### config.mk
export PLATFORM = sky130hd
export DESIGN_NAME = multi_pc_flat
export DESIGN_NICKNAME = d
export VERILOG_FILES = /design/src/rtl/multi_pc_if.sv /design/src/rtl/multi_pc.sv /design/src/flat_wrapper.sv
export SDC_FILE = /design/constraint.sdc
export NUM_CORES = 1
export LEC_CHECK = 0
export CAP_MARGIN = 20
export CORE_MARGIN = 2
export CORE_UTILIZATION = 29
export DETAILED_ROUTE_END_ITERATION = 7
export PLACE_DENSITY_LB_ADDON = 0.08
export SLEW_MARGIN = 20
export SYNTH_ARGS = -nofsm -noshare
export SYNTH_HDL_FRONTEND = slang
export SYNTH_SLANG_ARGS = --single-unit
### constraint.sdc
create_clock -name Clk -period 4.5 [get_ports Clk]
set_clock_uncertainty 0.2 [all_clocks]
set_input_delay 0.9 -clock Clk [delete_from_list [all_inputs] [get_ports Clk]]
set_output_delay 0.9 -clock Clk [all_outputs]
set_load 0.02 [all_outputs]
### src/rtl/multi_pc_if.sv
// Fetch-offer and next-PC-update bundle between the multi-context PC unit and the pipeline.
// master = PC unit side, slave = fetch/execute side.
interface multi_pc_if #(
  parameter int WIDTH = 16,
  parameter int CW    = 2
);
  logic             fetch_valid;
  logic             fetch_ready;
  logic [CW-1:0]    fetch_ctx;
  logic [WIDTH-1:0] fetch_pc;
  logic             upd_valid;
  logic [CW-1:0]    upd_ctx;
  logic [1:0]       PCMUX;
  logic [WIDTH-1:0] bus;
  logic [WIDTH-1:0] offset;
  logic             upd_err;

  modport master (
    output fetch_valid, fetch_ctx, fetch_pc, upd_err,
    input  fetch_ready, upd_valid, upd_ctx, PCMUX, bus, offset
  );

  modport slave (
    input  fetch_valid, fetch_ctx, fetch_pc, upd_err,
    output fetch_ready, upd_valid, upd_ctx, PCMUX, bus, offset
  );
endinterface

### src/rtl/multi_pc.sv
// Multi-context program counter: NUM_CTX barrel-style PCs with a round-robin fetch scheduler.
// Optional per-context fetch counters are enabled with `define MULTI_PC_PERF_EN.
module multi_pc #(
  parameter int               WIDTH    = 16,
  parameter int               NUM_CTX  = 4,
  parameter logic [WIDTH-1:0] RESET_PC = '0,
  localparam int              CW       = $clog2(NUM_CTX)
) (
  input  logic               Clk,
  input  logic               Reset_ah,
  input  logic [NUM_CTX-1:0] ctx_en,
`ifdef MULTI_PC_PERF_EN
  input  logic [CW-1:0]      perf_sel,
  output logic [15:0]        perf_cnt,
`endif
  multi_pc_if.master         pif
);

  localparam logic [CW:0] NUM_CTX_W = (CW+1)'(NUM_CTX);
  localparam bit          CTX_POW2  = (NUM_CTX == (1 << CW));

  typedef enum logic {
    CTX_READY = 1'b0,
    CTX_WAIT  = 1'b1
  } ctx_state_t;

  ctx_state_t       state_q [NUM_CTX];
  ctx_state_t       state_d [NUM_CTX];
  logic [WIDTH-1:0] pc_q    [NUM_CTX];
  logic [CW-1:0]    rr_ptr_q;
  logic [CW-1:0]    rr_ptr_d;
  logic [CW-1:0]    scan_idx;
  logic [CW-1:0]    sel_ctx;
  logic             sel_found;
  logic             fetch_fire;
  logic             upd_in_range;
  logic             upd_ok;
  logic             upd_err_q;

  // (base + step) mod NUM_CTX for base < NUM_CTX and step < NUM_CTX
  function automatic logic [CW-1:0] wrap_add(input logic [CW-1:0] base, input int step);
    logic [CW:0] s;
    s = {1'b0, base} + (CW+1)'(step);
    if (s >= NUM_CTX_W) s = s - NUM_CTX_W;
    return s[CW-1:0];
  endfunction

  function automatic logic [WIDTH-1:0] next_pc(input logic [WIDTH-1:0] pc,
                                               input logic [1:0]       sel,
                                               input logic [WIDTH-1:0] bus_val,
                                               input logic [WIDTH-1:0] off_val);
    case (sel)
      2'b00:   return pc + WIDTH'(1);
      2'b01:   return bus_val;
      2'b10:   return off_val;
      default: return pc;
    endcase
  endfunction

  generate
    if (CTX_POW2) begin : g_rng_pow2
      assign upd_in_range = 1'b1;
    end else begin : g_rng_cmp
      assign upd_in_range = ({1'b0, pif.upd_ctx} < NUM_CTX_W);
    end
  endgenerate

  // Round-robin scan starting at rr_ptr; falls back to rr_ptr when nothing is offered
  always_comb begin
    sel_found = 1'b0;
    sel_ctx   = rr_ptr_q;
    scan_idx  = rr_ptr_q;
    for (int k = 0; k < NUM_CTX; k++) begin
      scan_idx = wrap_add(rr_ptr_q, k);
      if (!sel_found && state_q[scan_idx] == CTX_READY && ctx_en[scan_idx]) begin
        sel_found = 1'b1;
        sel_ctx   = scan_idx;
      end
    end
  end

  assign fetch_fire = sel_found & pif.fetch_ready;
  assign upd_ok     = pif.upd_valid & upd_in_range & (state_q[pif.upd_ctx] == CTX_WAIT);

  // Fetch only claims a READY context and update only releases a WAIT one, so both may apply
  always_comb begin
    for (int i = 0; i < NUM_CTX; i++) state_d[i] = state_q[i];
    rr_ptr_d = rr_ptr_q;
    if (fetch_fire) begin
      state_d[sel_ctx] = CTX_WAIT;
      rr_ptr_d         = wrap_add(sel_ctx, 1);
    end
    if (upd_ok) state_d[pif.upd_ctx] = CTX_READY;
  end

  always_ff @(posedge Clk or posedge Reset_ah) begin
    if (Reset_ah) begin
      for (int i = 0; i < NUM_CTX; i++) begin
        state_q[i] <= CTX_READY;
        pc_q[i]    <= RESET_PC;
      end
      rr_ptr_q  <= '0;
      upd_err_q <= 1'b0;
    end else begin
      for (int i = 0; i < NUM_CTX; i++) state_q[i] <= state_d[i];
      rr_ptr_q  <= rr_ptr_d;
      upd_err_q <= pif.upd_valid & ~upd_ok;
      if (upd_ok) pc_q[pif.upd_ctx] <= next_pc(pc_q[pif.upd_ctx], pif.PCMUX, pif.bus, pif.offset);
    end
  end

  assign pif.fetch_valid = sel_found;
  assign pif.fetch_ctx   = sel_ctx;
  assign pif.fetch_pc    = pc_q[sel_ctx];
  assign pif.upd_err     = upd_err_q;

`ifdef MULTI_PC_PERF_EN
  logic [15:0] fetch_cnt_q [NUM_CTX];
  logic        perf_in_range;

  generate
    if (CTX_POW2) begin : g_perf_pow2
      assign perf_in_range = 1'b1;
    end else begin : g_perf_cmp
      assign perf_in_range = ({1'b0, perf_sel} < NUM_CTX_W);
    end
  endgenerate

  always_ff @(posedge Clk or posedge Reset_ah) begin
    if (Reset_ah) begin
      for (int i = 0; i < NUM_CTX; i++) fetch_cnt_q[i] <= '0;
    end else if (fetch_fire && fetch_cnt_q[sel_ctx] != 16'hFFFF) begin
      fetch_cnt_q[sel_ctx] <= fetch_cnt_q[sel_ctx] + 16'd1;
    end
  end

  assign perf_cnt = perf_in_range ? fetch_cnt_q[perf_sel] : 16'h0000;
`endif

endmodule

### src/flat_wrapper.sv
// flat-port wrapper written by rule: the top's interface ports become plain ports
module multi_pc_flat 
#(
  parameter int               WIDTH    = 16,
  parameter int               NUM_CTX  = 4,
  parameter logic [WIDTH-1:0] RESET_PC = '0,
  localparam int              CW       = $clog2(NUM_CTX)
)
  (Clk, Reset_ah, ctx_en, pif_fetch_valid, pif_fetch_ctx, pif_fetch_pc, pif_upd_err, pif_fetch_ready, pif_upd_valid, pif_upd_ctx, pif_PCMUX, pif_bus, pif_offset);
  multi_pc_if #(.WIDTH(WIDTH), .CW(2)) pif_i ();
  input  logic Clk;
  input  logic Reset_ah;
  input  logic [NUM_CTX-1:0] ctx_en;
  output wire logic [$bits(pif_i.fetch_valid)-1:0] pif_fetch_valid;
  output wire logic [$bits(pif_i.fetch_ctx)-1:0] pif_fetch_ctx;
  output wire logic [$bits(pif_i.fetch_pc)-1:0] pif_fetch_pc;
  output wire logic [$bits(pif_i.upd_err)-1:0] pif_upd_err;
  input wire logic [$bits(pif_i.fetch_ready)-1:0] pif_fetch_ready;
  input wire logic [$bits(pif_i.upd_valid)-1:0] pif_upd_valid;
  input wire logic [$bits(pif_i.upd_ctx)-1:0] pif_upd_ctx;
  input wire logic [$bits(pif_i.PCMUX)-1:0] pif_PCMUX;
  input wire logic [$bits(pif_i.bus)-1:0] pif_bus;
  input wire logic [$bits(pif_i.offset)-1:0] pif_offset;
  assign pif_fetch_valid = pif_i.fetch_valid;
  assign pif_fetch_ctx = pif_i.fetch_ctx;
  assign pif_fetch_pc = pif_i.fetch_pc;
  assign pif_upd_err = pif_i.upd_err;
  assign pif_i.fetch_ready = pif_fetch_ready;
  assign pif_i.upd_valid = pif_upd_valid;
  assign pif_i.upd_ctx = pif_upd_ctx;
  assign pif_i.PCMUX = pif_PCMUX;
  assign pif_i.bus = pif_bus;
  assign pif_i.offset = pif_offset;
  multi_pc #(.WIDTH(WIDTH), .NUM_CTX(NUM_CTX), .RESET_PC(RESET_PC)) u_core (.Clk(Clk), .Reset_ah(Reset_ah), .ctx_en(ctx_en), .pif(pif_i));
endmodule
==> impl_metrics.tcl, run 1 <==
set metrics [dict create \
    drive_above_1_share_pct 14.7 \
    cts_setup_buffers 0 \
    ys_warn_count 0 \
    grt_pass1_vias 3958 \
    synth_cell_types 62 \
    synthToLayoutAreaGrowth_pct 27.5 \
    synthMuxAreaShare_pct 25.0 \
    p_int_mw 2.48 \
    max_stage_delay_ps 620 \
    synth_ff_type "dfrtp_1" \
    htreeDepth 3 \
    die_h_um 130 \
    power_switching_mw 1.77 \
    drv_cap 0 \
    dp_hpwl_mm 10.5 \
    min_period_ps 4350 \
    synth_fa_ha_area_share_pct 0.270 \
    cts_hold_buf 0 \
    end_kind "output pin" \
    synth-xor-area-share_pct 1.32 \
    numPortBuffers 63 \
    wl_per_cell_um 19.2 \
    pwr-share-clk_pct 17.0 \
    seqPwrFrac_pct 28.7 \
    grt_max_degree 38 \
    viasPerCell 5.17 \
    synth_nets 510 \
    ys_seq_elements 71 \
    setup_viol 0 \
    min_period_over_period_pct 96.6 \
    cts_tree "yes" \
    dr.pass1.iters 4 \
    dr_total_vias 3888 \
    track_usage_pct 18.3 \
    cp-start-kind "primary input" \
    routed_wl_mm 14.4 \
    grt_setup_unrepaired "false" \
    nets 576 \
    worstSetupPathType "primary input to output pin" \
    die_x_um 130 \
    core_area_um2 15800 \
    crit_end "pif_fetch_pc[8]" \
    syn_area_um2 4640 \
    cp-startpoint "ctx_en[0]" \
    synth_top_family_by_area "multiplexers" \
    synth_top_cell_by_area "dfrtp_1" \
    synth_top_area_share_pct 38.3 \
    synthSimpleGateAreaFrac_pct 16.6 \
    numCtsBuffers 9 \
    final_common_cell "dfrtp_1" \
    grt_antenna_before_repair 0 \
    die-area_um2 17000 \
    fmax_ghz 0.230 \
    fin_hold_ws_ps 302 \
    synth_compound_area_share_pct 14.3 \
    drc_errors 0 \
    r2r_cells 6 \
    start_util_pct 29.4 \
    relSlewSlack_pct 47.2 \
    postLayoutCellArea_um2 5910 \
    p_comb_share_pct 54.4 \
    most-common-layout-cells "dfrtp_1, mux2i_1, nand2_1" \
    async_reset_ff_share_pct 100 \
    power-per-cell-area_nw_per_um2 718 \
    critPathArrivalTime_ps 3250 \
    ff2ff_setup_slack_ps 1980 \
    n_antenna_cell 0 \
    clk_pin_slew_ps 60 \
    synth_area_leaders "dfrtp_1, mux2i_1, mux4_2, nand2_1, o21ai_0" \
    cp_slowest_cell "clkdlybuf4s50_1" \
    synth_edf_count 0 \
    hold_path.class "register to register" \
    r2r-end "u_core.pc_q[26]$_DFFE_PP0P_" \
    grt-ovfl-total 0 \
    p_leak_nw 2.54 \
    crit_chain "clkdlybuf4s50_1, or3b_2, a21oi_1, a41oi_4, buf_12, mux2i_1, mux2i_1, clkdlybuf4s50_1" \
    r2r_start "u_core.pc_q[17]$_DFFE_PP0P_" \
    hold_violations 0 \
    cts.path.max_buffers 2 \
    gp_congestion 0.826 \
    max-vdd-ir-drop_v 0.000357 \
    num_rows 46 \
    ant_nets 0 \
    cts-root-buf "clkbuf_16" \
    status "completed" \
    critPathMaxFanout 24 \
    placed_cell_area_um2 5610 \
    yosysSeqAreaShare_pct 38.3 \
    grt_pass1_wl_mm 23.0 \
    drt_iter0_drc 272 \
    critPathRequiredTime_ps 3400 \
    synth_cells 465 \
    io_pins 64 \
    numClockSinks 71 \
    worst_pin_slew_ps 790 \
    swShare_pct 41.6 \
    avgSynthCellArea_um2 9.97 \
    slew_viol_final 0 \
    clock_latency_ps 340 \
]
==> power by group through the flow <==
stage	Clock, mW	Combinational, mW	Sequential, mW
3_3_place_gp	0	2.39	1.22
3_5_place_dp	0	2.41	1.22
2_1_floorplan	0	1.58	1.13
4_1_cts	0.743	2.36	1.21
6_report	0.720	2.31	1.22
5_1_grt	0.777	2.53	1.26
==> worst max-delay path, delay by kind of cell <==
kind	cells	cell delay (ps)
compound gates	2	340
buf+inv	3	1290
simple gates	1	440
mux	2	260
==> through the flow <==
step                setup WS, ps  instances  power (mW)  TNS, ps  utilization, %
finish                       155        752        4.24        0            37.5
global route                42.4        752        4.57        0            37.5
CTS                         1.31        752        4.31        0            37.4
detailed placement         -62.2        736        3.63     -116            35.6
global placement            -114        736        3.62     -454            35.6
floorplan                    774        465        2.72        0               -
==> state kept, by name, indices dropped and copies added, names as in the netlist <==
signal              count
u_core.pif.upd_err      1
u_core.state_q          4
u_core.pc_q            64
u_core.rr_ptr_q         2
==> how the worst min path moves through the flow <==
stage                                startpoint  slack (ps)  cells after the start                     endpoint
floorplan           u_core.pc_q[17]$_DFFE_PP0P_         260                      2  u_core.pc_q[17]$_DFFE_PP0P_
global placement    u_core.pc_q[44]$_DFFE_PP0P_         280                      2  u_core.pc_q[44]$_DFFE_PP0P_
detailed placement  u_core.pc_q[44]$_DFFE_PP0P_         290                      2  u_core.pc_q[44]$_DFFE_PP0P_
CTS                  u_core.pc_q[1]$_DFFE_PP0P_         310                      2   u_core.pc_q[1]$_DFFE_PP0P_
global route        u_core.pc_q[49]$_DFFE_PP0P_         330                      2  u_core.pc_q[49]$_DFFE_PP0P_
finish               u_core.pc_q[2]$_DFFE_PP0P_         300                      2   u_core.pc_q[2]$_DFFE_PP0P_
==> cells by family (layout without fill, tap and decap cells) <==
group                      after synthesis  after routing
xor gates and xnor gates                 7              7
and+or+nand+nor                        150            150
buffers and inverters                   41            112
DFF                                     71             71
AOI/OAI and AO/OA                      105            105
muxes                                   90             90
adders and majority gates                1              1
==> Yosys cell counts (2+ instances only) <==
| cell | number |
|---|---|
| inv_1 | 8 |
| o31ai_1 | 12 |
| o21bai_1 | 2 |
| buf_6 | 2 |
| nor2b_1 | 6 |
| a22oi_1 | 2 |
| xnor2_1 | 7 |
| nor2_1 | 32 |
| and3_1 | 2 |
| or4_1 | 2 |
| a21oi_1 | 21 |
| o21a_1 | 5 |
| nand3_1 | 7 |
| a211oi_1 | 2 |
| clkbuf_1 | 17 |
| buf_1 | 4 |
| and3b_1 | 2 |
| o22ai_1 | 3 |
| o21ai_0 | 28 |
| nor4_1 | 4 |
| nand2b_1 | 6 |
| a31oi_1 | 9 |
| buf_2 | 8 |
| nand4_1 | 3 |
| mux2i_1 | 65 |
| or2_2 | 3 |
| nand3_2 | 2 |
| mux2_2 | 5 |
| o21ai_1 | 8 |
| nor3b_1 | 2 |
| dfrtp_1 | 71 |
| or3_1 | 2 |
| mux4_2 | 20 |
| nor3_1 | 4 |
| nand2_1 | 61 |
| o221ai_1 | 2 |
==> metal layers <==
layer	vias to the layer above	wire (um)	GRT usage [%]
li1	1852	-	-
met1	1920	6840	25.5
met2	106	6710	28.9
met3	10	736	4.80
met4	0	126	3.82
met5	-	0	0
==> area by class of cell <==
| cell class | instances | area (um^2) |
|---|---|---|
| clock buffer | 12 | 246 |
| clock inverter | 4 | 45.0 |
| timing repair buffer | 87 | 856 |
| tap | 216 | 270 |
| inverter | 9 | 33.8 |
| multi-input combinational | 353 | 2680 |
| sequential | 71 | 1780 |
| fill | 1622 | 9860 |
==> repair_timing <==
action / in CTS / in global routing
endpoints found under the setup margin: 8 / 7
pin swaps: 0 / 1
gates resized for setup: 8 / 7
No activity file was read; power rests on OpenSTA's default activity.
==> run 2: changes to the inputs <==
CELL_PAD_IN_SITES_DETAIL_PLACEMENT = 2   (was not set)
CELL_PAD_IN_SITES_GLOBAL_PLACEMENT = 2   (was not set)
==> run 2 against run 1 <==
Net effect: hold slack improved by 12 ps; final cell count rose by 0.66%; count of clock-buffer cells in the layout rose by 2; clock power rose by 6.5%; die area did not move; via count rose by 3.2%; combinational power rose by 3%; power rose by 3.2%; first-iteration DRC count fell by 38%; sequential share of layout area fell by 0.16 points; maximum frequency barely moved; utilization rose by 0.20 points; critical endpoint is now pif_fetch_pc[12]; largest power group unchanged.
==> impl_metrics.tcl, run 2 (synthesis gave the netlist of run 1 again) <==
set metrics [dict create \
    status "completed" \
    die_h_um 130 \
    grt_pass1_wl_mm 26.3 \
    start_util_pct 29.4 \
    nets 581 \
    die_x_um 130 \
    grt_pass1_vias 4530 \
    grt_setup_unrepaired "false" \
    dr.pass1.iters 4 \
    numClockSinks 71 \
    end_kind "output pin" \
    seqPwrFrac_pct 28.2 \
    clock_latency_ps 340 \
    worst_pin_slew_ps 799 \
    reg_top3 "u_core.pc_q (64), u_core.state_q (4), u_core.rr_ptr_q (2)" \
    dp.cells 737 \
    hold_violations 0 \
    setup_slack_ps 154 \
    p_comb_share_pct 54.3 \
    cts_tree "yes" \
    critPathArrivalTime_ps 3250 \
    dp_hpwl_mm 11.8 \
    grt_max_degree 35 \
    cts_hold_buf 0 \
    largest-register "u_core.pc_q" \
    p_leak_nw 2.52 \
    swShare_pct 42.4 \
    num_rows 46 \
    drv_cap 0 \
    numPortBuffers 63 \
    n_antenna_cell 0 \
    io_pins 64 \
    final_common_cell "dfrtp_1" \
    finalPower_mw 4.38 \
    most-common-layout-cells "dfrtp_1, mux2i_1, nand2_1" \
    instances_no_fill 757 \
    drc_errors 0 \
    min_period_over_period_pct 96.6 \
    placed_cell_area_um2 5610 \
    synthToLayoutAreaGrowth_pct 28.2 \
    fin_hold_ws_ps 314 \
    min_period_ps 4350 \
    p_int_mw 2.52 \
    viasPerCell 5.30 \
    fmax_ghz 0.230 \
    worstSetupPathType "primary input to output pin" \
    drt_iter0_drc 168 \
    routed_wl_mm 16.3 \
    clk_pin_slew_ps 60 \
    pwr-share-clk_pct 17.5 \
    critPathRequiredTime_ps 3400 \
    slew_viol_final 0 \
    fillers 1753 \
    gp_congestion 0.769 \
    postLayoutCellArea_um2 5940 \
    ant_nets 0 \
    htreeDepth 3 \
    cts.path.max_buffers 2 \
    critPathMaxFanout 5 \
    die-area_um2 17000 \
    cts-root-buf "clkbuf_16" \
    power-per-cell-area_nw_per_um2 737 \
    grt_antenna_before_repair 0 \
    grt-ovfl-total 0 \
    relSlewSlack_pct 46.7 \
    largest_reg_flops 64 \
    core_area_um2 15800 \
    cp-start-kind "primary input" \
    drive_above_1_share_pct 15.9 \
    dr_total_vias 4012 \
    numCtsBuffers 9 \
    wl_per_cell_um 21.6 \
    power_switching_mw 1.86 \
    track_usage_pct 20.6 \
    max-vdd-ir-drop_v 0.000267 \
    setup_viol 0 \
    hold_path.class "register to register" \
    dpl_worst_slack_ps -113 \
]
==> run 2: changes by cell type in the layout (fill, tap and decap cells not counted), moves of 2 or more <==
| cell | previous run | this run |
|---|---|---|
| clkbuf_8 | 1 | 3 |
| buf_4 | 21 | 26 |
| clkinv_2 | 3 | 0 |
| dlygate4sd2_1 | 8 | 12 |
| dlymetal6s2s_1 | 7 | 3 |
==> run 2: final cells by class <==
type | instances | area [um^2] | share of cell area, %
repair buffers | 92 | 865 | 14.6
clock buffers | 14 | 274 | 4.61
well taps | 216 | 270 | 4.55
inverters | 9 | 33.8 | 0.569
clock inverters | 2 | 37.5 | 0.632
flip-flops and latches | 71 | 1780 | 29.9
multi-input cells | 353 | 2690 | 45.2
==> run 2: path summary, 6_finish.rpt <==
kind | slack [ps] | to | cells after the start | start
min in group asynchronous | 830 | u_core.state_q[2]$_DFF_PP0_ | 2 | Reset_ah
min | 310 | u_core.pc_q[45]$_DFFE_PP0P_ | 2 | u_core.pc_q[45]$_DFFE_PP0P_
min reg2reg | 310 | u_core.pc_q[45]$_DFFE_PP0P_ | 2 | u_core.pc_q[45]$_DFFE_PP0P_
max in group asynchronous | 2360 | u_core.state_q[3]$_DFF_PP0_ | 3 | Reset_ah
max | 150 | pif_fetch_pc[12] | 10 | ctx_en[3]
max reg2reg | 1900 | u_core.pc_q[26]$_DFFE_PP0P_ | 6 | u_core.pc_q[16]$_DFFE_PP0P_
==> run 2: worst max-delay path, stage by stage <==
cell and delay, ps:
clkdlybuf4s50_1 500, nor2b_2 200, o22ai_1 100, a222oi_1 400
buf_4 240, buf_4 130, buf_4 90, buf_4 120
mux2i_1 190, dlygate4sd2_1 350
==> run 2: power by group through the flow <==
stage	combinational (mW)	sequential [mW]	clock, mW
floorplan	1.58	1.13	0
global placement	2.40	1.24	0
detailed placement	2.47	1.24	0
CTS	2.43	1.24	0.787
global route	2.62	1.28	0.813
finish	2.38	1.24	0.767
==> run 2: per-stage QoR <==
step                      setup TNS (ps)  utilization [%]
after floorplan                        0                -
after global placement              -822             35.6
after detailed placement            -970             35.6
after CTS                              0             37.6
after global routing                   0             37.7
final                                  0             37.7
==> run 2: routing by layer <==
metal,global-route usage (%),part of all wire [%]
met5,0,0
met4,5.76,1.2
met3,2.20,2.2
met2,35.8,49
met1,27.5,47
==> run 2: what timing repair did <==
action	4_1_cts	5_1_grt
gates resized for setup	14	6
buffers inserted	4	0
gates cloned	0	0
endpoints found under the setup margin	12	5
